[src/rtl/exi_pkg.sv]
// exi_pkg: shared state codes and record-format constants for the EXI capture controller
package exi_pkg;
  localparam int DATA_W = 8;
  localparam int HDR_BYTES = 1;
  typedef logic [1:0] state_t;
  localparam state_t IDLE = 2'd0;
  localparam state_t CAPT = 2'd1;
  localparam state_t HDR = 2'd2;
  localparam state_t DROP = 2'd3;
endpackage

[src/rtl/exi_ram_arb.sv]
// exi_ram_arb: fixed-priority single-port RAM mux (capture write > header write > read) with read-data pipeline
module exi_ram_arb
  import exi_pkg::*;
#(
  parameter int ADDR_W = 8
) (
  input  logic              clk,
  input  logic              rst,
  input  logic              wr_req,
  input  logic [ADDR_W-1:0] wr_addr,
  input  logic [DATA_W-1:0] wr_data,
  input  logic              hdr_req,
  input  logic [ADDR_W-1:0] hdr_addr,
  input  logic [DATA_W-1:0] hdr_data,
  input  logic              rd_req,
  input  logic [ADDR_W-1:0] rd_addr,
  output logic              rd_grant,
  output logic              ram_cs,
  output logic              ram_wren,
  output logic [ADDR_W-1:0] ram_addr,
  output logic [DATA_W-1:0] ram_wdata,
  input  logic [DATA_W-1:0] ram_rdata,
  output logic              rd_valid,
  output logic [DATA_W-1:0] rd_data
);
  logic wr_go, hdr_go, rd_pend;
  assign wr_go = wr_req & ~rst;
  assign hdr_go = hdr_req & ~rst & ~wr_req;
  // a new read waits until the previous one has been presented on rd_data
  assign rd_grant = rd_req & ~rst & ~wr_req & ~hdr_req & ~rd_pend & ~rd_valid;
  assign ram_cs = wr_go | hdr_go | rd_grant;
  assign ram_wren = wr_go | hdr_go;
  assign ram_addr = wr_go ? wr_addr : hdr_go ? hdr_addr : rd_addr;
  assign ram_wdata = wr_go ? wr_data : hdr_go ? hdr_data : '0;
  always_ff @(posedge clk)
    if (rst) begin
      rd_pend <= 1'b0;
      rd_valid <= 1'b0;
      rd_data <= '0;
    end else begin
      rd_pend <= rd_grant;
      rd_valid <= rd_pend;
      if (rd_pend) rd_data <= ram_rdata;
    end
endmodule

[src/rtl/exi_capture_ctrl.sv]
// exi_capture_ctrl: records EXI transactions as {length, payload} into a ring-buffer RAM and serves host readout
module exi_capture_ctrl
  import exi_pkg::*;
#(
  parameter int ADDR_W = 8,
  parameter int MAX_LEN = 255
) (
  input  logic              clk,
  input  logic              rst,
  input  logic              msg_start,
  input  logic              msg_end,
  input  logic              byte_valid,
  input  logic [7:0]        byte_data,
  output logic              ram_cs,
  output logic              ram_wren,
  output logic [ADDR_W-1:0] ram_addr,
  output logic [7:0]        ram_wdata,
  input  logic [7:0]        ram_rdata,
  input  logic              rd_req,
  output logic              rd_valid,
  output logic [7:0]        rd_data,
  output logic              rd_empty,
  output logic              overflow,
  input  logic              clr_overflow
);
  localparam int PW = ADDR_W + 1;
  localparam logic [PW-1:0] DEPTH = PW'(1) << ADDR_W;
  localparam logic [PW-1:0] HDR_STEP = PW'(HDR_BYTES);
  localparam logic [7:0] CNT_MAX = 8'(MAX_LEN);
  state_t state;
  logic pend, rd_grant, byte_fit, hdr_fit, at_max, byte_ok, byte_bad;
  logic [7:0] cnt, cnt_nx;
  logic [PW-1:0] rd_ptr, commit_ptr, hdr_ptr, wr_ptr;
  assign byte_fit = (wr_ptr - rd_ptr) < DEPTH;
  assign hdr_fit = (commit_ptr - rd_ptr) < DEPTH;
  assign at_max = cnt == CNT_MAX;
  assign byte_ok = state == CAPT && byte_valid && !at_max && byte_fit;
  assign byte_bad = state == CAPT && byte_valid && !at_max && !byte_fit;
  assign cnt_nx = cnt + 8'(byte_ok);
  assign rd_empty = rd_ptr == commit_ptr;
  always_ff @(posedge clk)
    if (rst) begin
      state <= IDLE;
      pend <= 1'b0;
      cnt <= '0;
      rd_ptr <= '0;
      commit_ptr <= '0;
      hdr_ptr <= '0;
      wr_ptr <= '0;
      overflow <= 1'b0;
    end else begin
      rd_ptr <= rd_ptr + PW'(rd_grant);
      if (clr_overflow) overflow <= 1'b0;
      case (state)
        IDLE:
          if (msg_start) begin
            hdr_ptr <= commit_ptr;
            wr_ptr <= commit_ptr + HDR_STEP;
            cnt <= '0;
            state <= hdr_fit ? CAPT : DROP;
            if (!hdr_fit) overflow <= 1'b1;
          end
        CAPT: begin
          cnt <= cnt_nx;
          wr_ptr <= wr_ptr + PW'(byte_ok);
          if (byte_bad) begin
            overflow <= 1'b1;
            state <= msg_end ? IDLE : DROP;
          end else if (msg_end || msg_start) begin
            // an empty record is discarded; a start on top of it just reuses the reserved slot
            state <= cnt_nx == 8'd0 ? (msg_start ? CAPT : IDLE) : HDR;
            pend <= msg_start && cnt_nx != 8'd0;
          end
        end
        HDR: begin
          commit_ptr <= wr_ptr;
          pend <= 1'b0;
          if (pend || msg_start) begin
            hdr_ptr <= wr_ptr;
            wr_ptr <= wr_ptr + HDR_STEP;
            cnt <= '0;
            state <= byte_fit ? CAPT : DROP;
            if (!byte_fit) overflow <= 1'b1;
          end else state <= IDLE;
        end
        default: begin
          pend <= 1'b0;
          if (msg_end) state <= IDLE;
        end
      endcase
    end
  exi_ram_arb #(.ADDR_W(ADDR_W)) u_arb (
    .clk(clk),
    .rst(rst),
    .wr_req(byte_ok),
    .wr_addr(wr_ptr[ADDR_W-1:0]),
    .wr_data(byte_data),
    .hdr_req(state == HDR),
    .hdr_addr(hdr_ptr[ADDR_W-1:0]),
    .hdr_data(cnt),
    .rd_req(rd_req && !rd_empty),
    .rd_addr(rd_ptr[ADDR_W-1:0]),
    .rd_grant(rd_grant),
    .ram_cs(ram_cs),
    .ram_wren(ram_wren),
    .ram_addr(ram_addr),
    .ram_wdata(ram_wdata),
    .ram_rdata(ram_rdata),
    .rd_valid(rd_valid),
    .rd_data(rd_data)
  );
endmodule
[config.mk]
export PLATFORM = sky130hd
export DESIGN_NAME = exi_capture_ctrl
export DESIGN_NICKNAME = d
export VERILOG_FILES = /design/src/rtl/exi_pkg.sv /design/src/rtl/exi_ram_arb.sv /design/src/rtl/exi_capture_ctrl.sv
export SDC_FILE = /design/constraint.sdc
export NUM_CORES = 1
export LEC_CHECK = 0
export ABC_AREA = 1
export CORE_UTILIZATION = 40
export DETAILED_ROUTE_END_ITERATION = 8
export SLEW_MARGIN = 20
export SYNTH_ARGS = -nofsm -noshare
export SYNTH_HDL_FRONTEND = slang
export SYNTH_HIERARCHICAL = 1
export SYNTH_SLANG_ARGS = --single-unit
[constraint.sdc]
create_clock -name clk -period 5.35 [get_ports clk]
set_input_delay 1.07 -clock clk [delete_from_list [all_inputs] [get_ports clk]]
set_output_delay 1.07 -clock clk [all_outputs]
set_load 0.02 [all_outputs]
==> results_dict.tcl <==
set metrics [dict create \
    root_buffer "clkbuf_8" \
    fp.dieH_um 96.4 \
    clk_pin_slew_ns 0.07 \
    ctsHoldBuffers 0 \
    postCtsSetupRepairBufs 0 \
    cts_buffer_depth 2 \
    final_nets 622 \
    grt_pass1_vias 3343 \
    ys_ff_latch 57 \
    crit_type "flip-flop to primary output" \
    crit_start "rd_ptr[5]" \
    route.detailed.wl_per_inst_um 13.5 \
    antenna_found_initial 0 \
    tritoncts "done" \
    synthArstFlopShare 0 \
    critPathLaunchType "flip-flop" \
    synth_cell_type_count 39 \
    end_kind "primary output" \
    cts_repair_resize_count 0 \
    synth_top_family_by_area "simple AND/OR/NAND/NOR gates" \
    reg2reg_depth 20 \
    core_um2 8680 \
    syn2layout_area_growth_pct 22.4 \
    ys.flop_type "dfxtp_1" \
    grt_max_degree 23 \
    rsz0062_at_grt "no" \
    place_ws_ns 0.577 \
    min_path_type "flip-flop to flip-flop" \
    drt_first_pass_iters 4 \
    wl_mm 9.33 \
    rows 34 \
    grt_pass1_wl_mm 15.5 \
    gp_congestion 0.849 \
    r2r_setup_slack_ns 1.59 \
    setup_violations 0 \
    cp_max_fo 16 \
    n_antenna_cell 0 \
    hold_viol 0 \
    dp_hpwl_mm 6.88 \
    pin_count 52 \
    fin_ws_ns 0.503 \
    dpl_cell_area_um2 4130 \
    required_ns 4.28 \
    timing.slew.headroom 0.491 \
    avgSynthCellArea_um2 6.77 \
    layout_common_cells "nand2_1, inv_1, dfxtp_1" \
    clk_latency_ns 0.34 \
    fin_skew_ns 0.0113 \
    stdcell_area_um2 4360 \
    netlist_instances 526 \
    clock_sinks 57 \
    finalSetupTns_ns 0 \
    drv_slew 0 \
    antenna_left 0 \
    die_w_um 96.4 \
    fill_cells 890 \
    start_util 0.410 \
    syn_nets 572 \
    grt_usage 0.220 \
    status "complete, no violations" \
    cts-htree-levels 3 \
    yosysWarnings 6 \
    crit_arrival_ns 3.78 \
    drive_gt1_frac 0.0775 \
    syn_area_um2 3560 \
    die_area_um2 9280 \
    worstMarginPinSlew_ns 0.762 \
    synth_edf_count 0 \
    r2r_end "rd_ptr[8]" \
    clock.fmax_mhz 206 \
    route.detailed.drc 0 \
    p_leak_nw 1.88 \
    synthAdderAreaFrac 0.0808 \
    cap_violations 0 \
    cts_made_buffers 9 \
    period_minus_slack_ns 4.85 \
    synth-xor-area-share 0.0148 \
    yosys.area_share.simple 0.315 \
    synth_compound_area_frac 0.165 \
    drtIter0Drc 152 \
    rr_startpoint "rd_ptr[5]" \
    overflow 0 \
    post_drt_via_cell_ratio 5.20 \
    muxShareOfSynthArea 0.00281 \
    vias 3580 \
    ys_seq_area_frac 0.320 \
    port_buffers 51 \
    vdd_ir_drop_max_uv 212 \
    endpoint "ram_wdata[5]" \
    p_per_area_nw_per_um2 511 \
    post-route-period-util 0.906 \
    final_common_cell "nand2_1" \
]
critical path, cell delays in order (launching register included):
cell and delay (ns):
dfxtp_1 0.38, inv_1 0.13, ha_1 0.32, a21oi_1 0.14, o21a_1 0.19, nand3_1 0.21, and2_1 0.24, nor2_1 0.40
inv_2 0.24, nor2_4 0.39, nand2_1 0.12, o21ai_2 0.08, clkdlybuf4s50_1 0.61
how the worst min path moves through the flow:
stage                                start  depth (start not counted)  slack (ns)          endpoint
final                     u_arb/rd_data[1]                          2        0.45  u_arb/rd_data[1]
after global routing      u_arb/rd_data[1]                          2        0.47  u_arb/rd_data[1]
after CTS                 u_arb/rd_data[1]                          2        0.45  u_arb/rd_data[1]
after detailed placement  u_arb/rd_data[2]                          2        0.44  u_arb/rd_data[2]
after global placement    u_arb/rd_data[1]                          2        0.44  u_arb/rd_data[1]
after floorplan                 hdr_ptr[3]                          2        0.47        hdr_ptr[3]
layout make-up:
class	instances	area, um2	area share
Clock inverter	4	75.1	0.0172
Multi-Input combinational cell	384	2060	0.473
Timing Repair Buffer	53	526	0.121
Inverter	71	267	0.0612
Sequential cell	57	1140	0.262
Tap cell	108	135	0.0310
Clock buffer	12	155	0.0356
sequential cells by signal, indices dropped and copies added, names as in the netlist:
signal,count
cnt,8
commit_ptr,9
hdr_ptr,8
overflow,1
pend,1
rd_ptr,9
state,2
u_arb/rd_data,8
u_arb/rd_pend,1
u_arb/rd_valid,1
wr_ptr,9
power by group:
group / leakage (nW) / switching [W] / internal, W
combinational: 1.31 / 0.000716 / 0.000402
sequential: 0.463 / 0.000105 / 0.000530
clock: 0.109 / 0.000185 / 0.000288
total: 1.88 / 0.00101 / 0.00122
metrics by stage:
stage | util | power (W) | instances | hold WS [ns]
after floorplan | - | 0.00143 | 526 | 0.471
after global placement | 0.476 | 0.00174 | 673 | 0.438
after detailed placement | 0.476 | 0.00176 | 673 | 0.438
after CTS | 0.502 | 0.00224 | 689 | 0.454
after global routing | 0.502 | 0.00242 | 689 | 0.471
final | 0.502 | 0.00223 | 689 | 0.451
cell usage after synthesis (2+ instances only):
cell	count	area, um2
a211oi_1	2	15.0
a21oi_1	40	200
a31oi_1	9	56.3
buf_1	2	7.51
buf_2	3	15.0
buf_4	2	15.0
buf_6	4	45.0
clkbuf_1	3	11.3
dfxtp_1	57	1140
ha_1	23	288
inv_1	65	244
inv_2	6	22.5
nand2_1	136	510
nand3_1	25	125
nand3_2	2	20.0
nand3b_1	3	22.5
nand4_1	17	106
nor2_1	45	169
nor2_2	3	18.8
nor2_4	2	22.5
nor3_1	7	35.0
nor4_1	2	12.5
o21a_1	2	15.0
o21ai_0	34	170
o21ai_1	4	20.0
o21ai_2	6	52.6
o21ai_4	2	32.5
or2_2	5	31.3
xnor2_1	3	26.3
xor2_1	3	26.3
metal layers:
| layer | GRT usage | wire length (um) | up-vias |
|---|---|---|---|
| met3 | 0.0316 | 310 | 18 |
| met4 | 0.0858 | 170 | 0 |
| li1 | - | - | 1828 |
| met5 | 0 | 0 | - |
| met2 | 0.386 | 4520 | 77 |
| met1 | 0.270 | 4330 | 1657 |
cells by family after synthesis:
group	after synthesis
buffers and inverters	85
and+or+nand+nor	252
adders and majority gates	23
xor gates and xnor gates	6
DFF	57
AOI/OAI and AO/OA	102
muxes	1
Note: power is estimated with default switching activity, not from simulation.
